## config.mk

```make
export PLATFORM = sky130hd
export DESIGN_NAME = sync_fwft_fifo
export DESIGN_NICKNAME = d
export VERILOG_FILES = /design/src/rtl/sync_fwft_fifo.sv
export SDC_FILE = /design/constraint.sdc
export NUM_CORES = 1
export LEC_CHECK = 0
export CAP_MARGIN = 20
export CELL_PAD_IN_SITES_DETAIL_PLACEMENT = 2
export CELL_PAD_IN_SITES_GLOBAL_PLACEMENT = 2
export CORE_AREA = 4 4 326 248
export CTS_BUF_LIST = sky130_fd_sc_hd__clkbuf_8 sky130_fd_sc_hd__clkbuf_16
export CTS_CLUSTER_DIAMETER = 150
export CTS_CLUSTER_SIZE = 8
export DETAILED_ROUTE_END_ITERATION = 6
export DIE_AREA = 0 0 330 252
export GPL_ROUTABILITY_DRIVEN = 0
export PLACE_DENSITY = 0.8
export RECOVER_POWER = 100
export SETUP_SLACK_MARGIN = 0.05
export SLEW_MARGIN = 5
export SYNTH_ARGS = -nofsm -noshare
export SYNTH_HDL_FRONTEND = slang
export SYNTH_SLANG_ARGS = --single-unit
```

## constraint.sdc

```tcl
create_clock -name clk -period 15.2 [get_ports clk]
set_input_delay 1.52 -clock clk [delete_from_list [all_inputs] [get_ports clk]]
set_output_delay 1.52 -clock clk [all_outputs]
set_load 0.005 [all_outputs]
```

## src/rtl/sync_fwft_fifo.sv

```systemverilog
// rtl/sync_fwft_fifo.sv - single-clock first-word-fall-through FIFO
// Optional occupancy output `level` is enabled by defining SYNC_FIFO_LEVEL_EN.
module sync_fwft_fifo #(
    parameter int DSIZE   = 64,
    parameter int ASIZE   = 5,
    parameter int MEMSIZE = 16
) (
    input  logic             clk,
    input  logic             reset,
    input  logic             wval,
    input  logic [DSIZE-1:0] wdata,
    input  logic             ren,
    output logic [DSIZE-1:0] rdata,
    output logic             empty,
`ifdef SYNC_FIFO_LEVEL_EN
    output logic [ASIZE-1:0] level,
`endif
    output logic             full
);

    localparam logic [ASIZE-1:0] PTR_ONE = 1;

    logic [DSIZE-1:0] mem [MEMSIZE];
    logic [ASIZE-1:0] wp;
    logic [ASIZE-1:0] rp;
    logic             do_write;
    logic             do_read;

    assign empty = (wp == rp);
    assign full  = (wp[ASIZE-1] != rp[ASIZE-1]) && (wp[ASIZE-2:0] == rp[ASIZE-2:0]);

    // Flags are taken from the registered pointers, so a collision at a boundary
    // only performs the operation that is legal for the pre-edge state.
    assign do_write = wval && !full;
    assign do_read  = ren && !empty;

    always_ff @(posedge clk or negedge reset) begin
        if (!reset) begin
            wp <= '0;
            rp <= '0;
        end else begin
            if (do_write) begin
                wp <= wp + PTR_ONE;
            end
            if (do_read) begin
                rp <= rp + PTR_ONE;
            end
        end
    end

    // Storage is deliberately left out of reset; empty masks stale entries.
    always_ff @(posedge clk) begin
        if (reset && do_write) begin
            mem[wp[ASIZE-2:0]] <= wdata;
        end
    end

    assign rdata = empty ? '0 : mem[rp[ASIZE-2:0]];

`ifdef SYNC_FIFO_LEVEL_EN
    assign level = wp - rp;
`endif

endmodule

```

==> results of run 1 <==
==> worst max-delay path by stage <==
| stage | from | to | slack (ps) | cells past startpoint |
|---|---|---|---|---|
| final | rp[0]$_DFFE_PN0P_ | rdata[53] | 5070 | 7 |
| after floorplan | wval | mem[7][0]$_DFFE_PP_ | 6300 | 2 |
| after detailed placement | rp[1]$_DFFE_PN0P_ | rdata[53] | 8560 | 7 |
| after global placement | rp[1]$_DFFE_PN0P_ | rdata[53] | 8830 | 7 |
| after CTS | rp[1]$_DFFE_PN0P_ | rdata[36] | 7760 | 7 |
| after global routing | rp[0]$_DFFE_PN0P_ | mem[5][9]$_DFFE_PP_ | 4780 | 6 |
==> per-layer routing <==
layer | vias to the layer above | track usage
met5 | - | 0
met4 | 6 | 0.125
met3 | 261 | 0.0658
met2 | 1267 | 0.576
met1 | 12100 | 0.435
li1 | 8530 | -
==> metrics by stage <==
| stage | total power [mW] | std cells |
|---|---|---|
| CTS | 9.49 | 3207 |
| global route | 9.67 | 3210 |
| global placement | 6.19 | 3029 |
| floorplan | 5.18 | 1921 |
| finish | 9.38 | 3215 |
| detailed placement | 6.40 | 3029 |
==> sequential cells by signal, summed over array words and instances, names as in the netlist <==
signal and count:
mem 1024, wp 5, rp 5
==> final cells by class <==
| cell class | instances | area (sq um) | share of cell area |
|---|---|---|---|
| diodes | 8 | 20.0 | 0.000433 |
| clock inverters | 28 | 193 | 0.00417 |
| flip-flops and latches | 1034 | 31000 | 0.671 |
| inverters | 5 | 20.0 | 0.000433 |
| clock buffers | 150 | 3750 | 0.0812 |
| well taps | 1046 | 1310 | 0.0283 |
| repair buffers | 181 | 1590 | 0.0345 |
| multi-input cells | 763 | 8310 | 0.180 |
==> worst reg2reg max path: cells and delay by family, from the launching register on <==
family | cells | cell delay (ps)
flip-flops | 1 | 2100
XOR/XNOR | 1 | 260
AO/OA/AOI/OAI | 1 | 1000
AND/OR/NAND/NOR | 2 | 1560
buffers and inverters | 2 | 4630
==> placed cells by master, fill, tap and decap left out, types with 2 or more instances in the layout <==
cell type / instances
sky130_fd_sc_hd__o21ai_0: 31
sky130_fd_sc_hd__a21oi_1: 45
sky130_fd_sc_hd__a221oi_1: 99
sky130_fd_sc_hd__o21ai_1: 35
sky130_fd_sc_hd__ha_1: 5
sky130_fd_sc_hd__a211oi_1: 18
sky130_fd_sc_hd__nand2_1: 5
sky130_fd_sc_hd__o211ai_1: 4
sky130_fd_sc_hd__o2111ai_1: 2
sky130_fd_sc_hd__nor4b_1: 3
sky130_fd_sc_hd__clkbuf_1: 33
sky130_fd_sc_hd__nor4_1: 6
sky130_fd_sc_hd__inv_6: 9
sky130_fd_sc_hd__dlygate4sd3_1: 117
sky130_fd_sc_hd__and3_1: 2
sky130_fd_sc_hd__clkinv_8: 3
sky130_fd_sc_hd__dfrtp_1: 7
sky130_fd_sc_hd__xnor2_1: 13
sky130_fd_sc_hd__nor4_2: 2
sky130_fd_sc_hd__a221o_1: 19
sky130_fd_sc_hd__nor3_1: 4
sky130_fd_sc_hd__diode_2: 8
sky130_fd_sc_hd__nor3b_1: 19
sky130_fd_sc_hd__mux2i_1: 256
sky130_fd_sc_hd__buf_12: 2
sky130_fd_sc_hd__inv_1: 19
sky130_fd_sc_hd__a221oi_2: 10
sky130_fd_sc_hd__dfrtp_4: 3
sky130_fd_sc_hd__mux4_2: 128
sky130_fd_sc_hd__mux2_1: 2
sky130_fd_sc_hd__clkdlybuf4s50_1: 16
sky130_fd_sc_hd__clkbuf_16: 150
sky130_fd_sc_hd__edfxtp_1: 1024
sky130_fd_sc_hd__a22oi_1: 45
sky130_fd_sc_hd__buf_4: 13
==> kinds of logic after synthesis <==
group           after synthesis  synth area share
compound gates              309            0.0589
mux                         386             0.136
xor+xnor                     14           0.00306
simple gates                 49           0.00808
flops                      1034             0.773
buf+inv                     124            0.0189
fa+ha+maj                     5           0.00156
==> power by group <==
part | total, mW | leakage, nW | internal, mW | switching [mW]
clock network | 3.00 | 1.99 | 1.74 | 1.26
logic | 2.86 | 3.71 | 1.18 | 1.68
registers | 3.52 | 9.34 | 3.32 | 0.199
==> results.ini, run 1 <==
[sta]
min_period_ps = 10130
hold-worst-slack_ps = 593
max_slew.worst_pin.slew_ps = 4710
max_freq_ghz = 0.0987
drv_slew = 1164
final-hold-violation-count = 0
final.setup.worst_slack_ps = 5070
relSlewSlack = -2.14
setup-violations-final = 0
min_period_over_period = 0.667
rsz0062_at_grt = no
timing.setup.tns_ps = 0
finClkSkew_ps = 35.3

[placed_design]
placed_cell_area_sq_um = 42500
dp_slack_ps = 8560
port_buffers = 133
dp_hpwl_um = 67800

[global_route]
grt-ovfl-total = 0
global_route.usage.total = 0.338
grt_max_degree = 137
grt_first_pass_wirelength_um = 196000
vias_in_the_first_global_route = 24400
grt_antenna_before_repair = 10

[worst_setup_path]
crit_path_end_kind = output port
cp_top_family = buffers and inverters
timing.critical_path.cells = xnor2_1 -> nand4_1 -> nor2_4 -> buf_4 -> clkbuf_1 -> a21oi_1 -> dlygate4sd3_1
reg2reg_capture_point = mem[5][22]$_DFFE_PP_
worstSetupPathType = register to output port
critPathArrivalTime_ps = 8610
worst_r2r_path_cells = 6
worstPathBufferInverterCount = 3
start_kind = register
crit_path_max_fanout = 42
critical_path.max_stage_delay_ps = 2620
critical_path_required_ps = 13680
r2r_path_start = rp[0]$_DFFE_PN0P_
critPathSlowestCell = sky130_fd_sc_hd__clkbuf_1
reg2reg_slack_ps = 5090

[synthesis]
seq_area_frac_synth = 0.773
syn-cell-area_sq_um = 40100
library_cell_with_the_largest_summed_area_after_synthesis = sky130_fd_sc_hd__edfxtp_1
synth-main-ff-cell = sky130_fd_sc_hd__edfxtp_1
syn-instance-count = 1921
netlist_top_cells_area = sky130_fd_sc_hd__edfxtp_1, sky130_fd_sc_hd__mux4_2, sky130_fd_sc_hd__mux2i_1, sky130_fd_sc_hd__a221oi_1, sky130_fd_sc_hd__a22oi_1
ys_types = 37
yosys.cell_count.top_type = sky130_fd_sc_hd__edfxtp_1
synth_largest_type_area_fraction = 0.767
synth.cells.most_frequent = sky130_fd_sc_hd__edfxtp_1, sky130_fd_sc_hd__mux2i_1, sky130_fd_sc_hd__mux4_2
synth-async-reset-ratio = 0.00967
synth.net_count = 1994
synth-edff-count = 1024
synth_seq_cells = 1034
syn-mean-instance-area_sq_um = 20.9
synthesis.yosys.warnings = 0

[pwr]
vdd_ir_drop_max_mv = 0.167
p_leak_nw = 15.0
p_per_cell_area_nw_per_um2 = 203

[floorplan]
placementRows = 89
die_w_um = 330
die_footprint_sq_um = 83200
i_o_pin_total = 134
placeableCoreArea_sq_um = 77800
initial_core_util = 0.515
die-height_um = 252

[layout]
area_delta_synth_final_pct = 15.2
drive_above_1_share = 0.152
nets = 2205
final_design_area_no_fill_sq_um = 46200
layout.filler_cells = 6148
postLayoutCoreUtil = 0.594

[outcome]
status = complete, but fails checks
failed_checks = max-capacitance violations, max-slew violations

[clocking]
cts_h_tree_depth = 4
clk_latency_ps = 750
cts.reportedPaths.clkPinSlew_ps = 50
cts.sinks = 1034
tritoncts = yes
tritoncts.num_buffers = 147
postCtsHoldBufs = 0
clock_buffer_depth = 3
cts_setup_buffers = 0
cts-root-buf = sky130_fd_sc_hd__clkbuf_16
cts_repair_resize_count = 0

[hold_path]
timing.hold.worst_endpoint = rp[4]$_DFFE_PN0P_
worst_hold_path.num_cells = 1
worst_hold_path_class = register to register
hold_path_startpoint = rp[4]$_DFFE_PN0P_

[routing]
drt-pass1-iter-count = 6
m1WireLength_um = 52300
sum_of_met3_wire_segment_lengths_after_detailed_routing_um = 10100
topRoutingLayerUsed = met5
drt_iter0_drc = 2829
dr_wl_met2_um = 71000
post_detailed_route_wirelength_per_cell_um = 42.9
antenna_violating_nets_post_route = 0
vias = 22100
detail_route.wirelength_um = 138000
vias_per_cell = 6.89
remaining_drc_errors = 0

[run]
maxCapViolCount = 35

Note: power is estimated with default switching activity, not from simulation.
==> run 2, diff against run 1 <==
--- a/config.mk
+++ b/config.mk
@@ -8,14 +8,14 @@
 export CAP_MARGIN = 20
 export CELL_PAD_IN_SITES_DETAIL_PLACEMENT = 2
 export CELL_PAD_IN_SITES_GLOBAL_PLACEMENT = 2
-export CORE_AREA = 4 4 326 248
+export CORE_AREA = 4 4 339 258
 export CTS_BUF_LIST = sky130_fd_sc_hd__clkbuf_8 sky130_fd_sc_hd__clkbuf_16
 export CTS_CLUSTER_DIAMETER = 150
 export CTS_CLUSTER_SIZE = 8
 export DETAILED_ROUTE_END_ITERATION = 6
-export DIE_AREA = 0 0 330 252
+export DIE_AREA = 0 0 343 262
 export GPL_ROUTABILITY_DRIVEN = 0
-export PLACE_DENSITY = 0.8
+export PLACE_DENSITY = 0.74
 export RECOVER_POWER = 100
 export SETUP_SLACK_MARGIN = 0.05
 export SLEW_MARGIN = 5
==> constraint.sdc (replaced) <==
create_clock -name clk -period 9.8 [get_ports clk]
set_input_delay 0.98 -clock clk [delete_from_list [all_inputs] [get_ports clk]]
set_output_delay 0.98 -clock clk [all_outputs]
set_load 0.005 [all_outputs]
==> run 2 against run 1 <==
Effect of this change: the flow still finishes with violations (max-capacitance violations, max-slew violations); clock power is 54% higher; count of clock-buffer cells in the layout is 5 higher; hold slack worse by 1.8 ps; total power is 54% higher; non-clock buffer count is 4 higher; sequential power is 54% higher; register-to-register slack worse by 3000 ps; critical path depth is 1 lower; sequential share of layout area is 0.36 points lower; first-iteration DRC count is 5.0% lower; design area is 0.54% higher; critical endpoint is now mem[10][44]$_DFFE_PP_.
==> results.ini, run 2 (synthesized netlist as in run 1, its figures left out) <==
[outcome]
status = complete, but fails checks
failed_checks = max-capacitance violations, max-slew violations

[floorplan]
die-height_um = 262  ; +4.0%
die_footprint_sq_um = 89900  ; +8.1%
die_w_um = 343  ; +3.9%
initial_core_util = 0.479  ; -0.0360
placeableCoreArea_sq_um = 83700  ; +7.5%
placementRows = 92  ; +3.4%
i_o_pin_total = 134  ; unchanged

[global_route]
met2_use_gr = 0.482  ; -0.0947
grt.met3_usage = 0.0526  ; -0.0131
use_met1 = 0.382  ; -0.0528
grt-ovfl-total = 0  ; unchanged
grt_first_pass_wirelength_um = 184000  ; -6.0%
grt_max_degree = 143  ; +4.4%
gr-max-usage-layer = met2
grt_antenna_before_repair = 15  ; +5
vias_in_the_first_global_route = 24000  ; -1.4%
global_route.usage.total = 0.289  ; -0.0483

[sta]
finClkSkew_ps = 35.9  ; +0.645 ps
drv_slew = 715  ; -39%
final.setup.worst_slack_ps = 2070  ; -3000 ps
rsz0062_at_grt = no
min_period_over_period = 0.789
max_freq_ghz = 0.129
relSlewSlack = -1.37  ; +0.769
min_period_ps = 7730
max_slew.worst_pin.slew_ps = 3560  ; -1150 ps
final-hold-violation-count = 0  ; unchanged
timing.setup.tns_ps = 0  ; unchanged
setup-violations-final = 0  ; unchanged

[worst_setup_path]
critical_path_required_ps = 10040  ; -3640 ps
r2r_path_start = rp[0]$_DFFE_PN0P_
crit_path_end_kind = register
setup.worst_path.start = rp[0]$_DFFE_PN0P_
reg2reg_slack_ps = 2070  ; -3020 ps
crit_path_end = mem[10][44]$_DFFE_PP_
worst_r2r_path_cells = 6  ; unchanged
crit_path_max_fanout = 108  ; +160%
critPathArrivalTime_ps = 7970  ; -640 ps
start_kind = register
reg2reg_capture_point = mem[10][44]$_DFFE_PP_
worstSetupPathType = register to register

[clocking]
cts-root-buf = sky130_fd_sc_hd__clkbuf_16
tritoncts.num_buffers = 147  ; unchanged
cts.sinks = 1034  ; unchanged
tritoncts = yes
clk_latency_ps = 740  ; about the same
postCtsHoldBufs = 0  ; unchanged
cts_h_tree_depth = 4  ; unchanged
cts_repair_resize_count = 0  ; unchanged
cts.reportedPaths.clkPinSlew_ps = 60  ; about the same
cts_setup_buffers = 0  ; unchanged
clock_buffer_depth = 3  ; unchanged

[layout]
final_common_cell = sky130_fd_sc_hd__edfxtp_1
final_design_area_no_fill_sq_um = 46500  ; +0.54%
layout_common_cells = sky130_fd_sc_hd__edfxtp_1, sky130_fd_sc_hd__mux2i_1, sky130_fd_sc_hd__clkbuf_16, sky130_fd_sc_hd__dlygate4sd3_1, sky130_fd_sc_hd__mux4_2
largest_register_ff_count = 1024  ; unchanged
drive_above_1_share = 0.159  ; +0.00687
area_delta_synth_final_pct = 15.9
nets = 2209  ; +0.18%
finalNonFillerCells = 3297  ; +2.6%

[pwr]
p_leak_nw = 15.2  ; +0.74%
p_per_cell_area_nw_per_um2 = 311  ; +53%
vdd_ir_drop_max_mv = 0.281  ; +68%
total_power_mw = 14.4  ; +54%

[placed_design]
dp_slack_ps = 4640  ; -3920 ps
dp.cells = 3114  ; +2.8%
port_buffers = 133  ; unchanged
placed_cell_area_sq_um = 42700  ; +0.32%
dp_hpwl_um = 66500  ; -2.0%

[routing]
vias_per_cell = 6.57  ; -4.5%
antenna_violating_nets_post_route = 0  ; unchanged
vias = 21700  ; -2.1%
drt_iter0_drc = 2687  ; -5.0%
drt-pass1-iter-count = 5  ; -1
remaining_drc_errors = 0  ; unchanged
post_detailed_route_wirelength_per_cell_um = 39.0  ; -9.1%
detail_route.wirelength_um = 129000  ; -6.8%

[hold_path]
worst_hold_path_class = register to register

[run]
maxCapViolCount = 23  ; -34%

[run 2: worst min-delay path by stage]
stage                                 start           endpoint  slack, ps  cells past startpoint
after floorplan           wp[4]$_DFFE_PN0P_  wp[4]$_DFFE_PN0P_        500                      1
after global placement    rp[4]$_DFFE_PN0P_  rp[4]$_DFFE_PN0P_        520                      1
after detailed placement  rp[4]$_DFFE_PN0P_  rp[4]$_DFFE_PN0P_        560                      1
after CTS                 wp[4]$_DFFE_PN0P_  wp[4]$_DFFE_PN0P_        600                      1
after global routing      wp[4]$_DFFE_PN0P_  wp[4]$_DFFE_PN0P_        620                      1
final                     wp[4]$_DFFE_PN0P_  wp[4]$_DFFE_PN0P_        590                      1
[run 2: final cells by class]
cell class,count,area (sq um)
timing repair buffer,185,1660
antenna,7,17.5
tap,1128,1410
clock buffer,155,3880
fill,6989,37200
clock inverter,20,95.1
multi-input combinational,763,8360
inverter,5,20.0
sequential,1034,31000
[run 2: metal layers]
layer	up-vias	share of wire
met5	-	0.000078
met4	2	0.034
met3	262	0.064
met2	1001	0.50
met1	11900	0.40
li1	8539	-
[run 2: through the flow]
stage	hold WS, ps	util
CTS	600	0.557
finish	591	0.555
detailed placement	557	0.510
global placement	524	0.510
global route	625	0.555
floorplan	502	-
[run 2: where the power goes]
part,total [mW],switching [mW],internal [mW]
Combinational,4.41,2.59,1.82
Sequential,5.41,0.278,5.14
Clock,4.61,1.85,2.76
[run 2: worst max-delay path, cell delays in order (launching register included)]
cell and delay, ps:
sky130_fd_sc_hd__dfrtp_1 2140, sky130_fd_sc_hd__buf_12 650, sky130_fd_sc_hd__xnor2_1 200, sky130_fd_sc_hd__nand4_1 570, sky130_fd_sc_hd__o21ai_4 310, sky130_fd_sc_hd__nor4_1 590, sky130_fd_sc_hd__clkbuf_1 2560
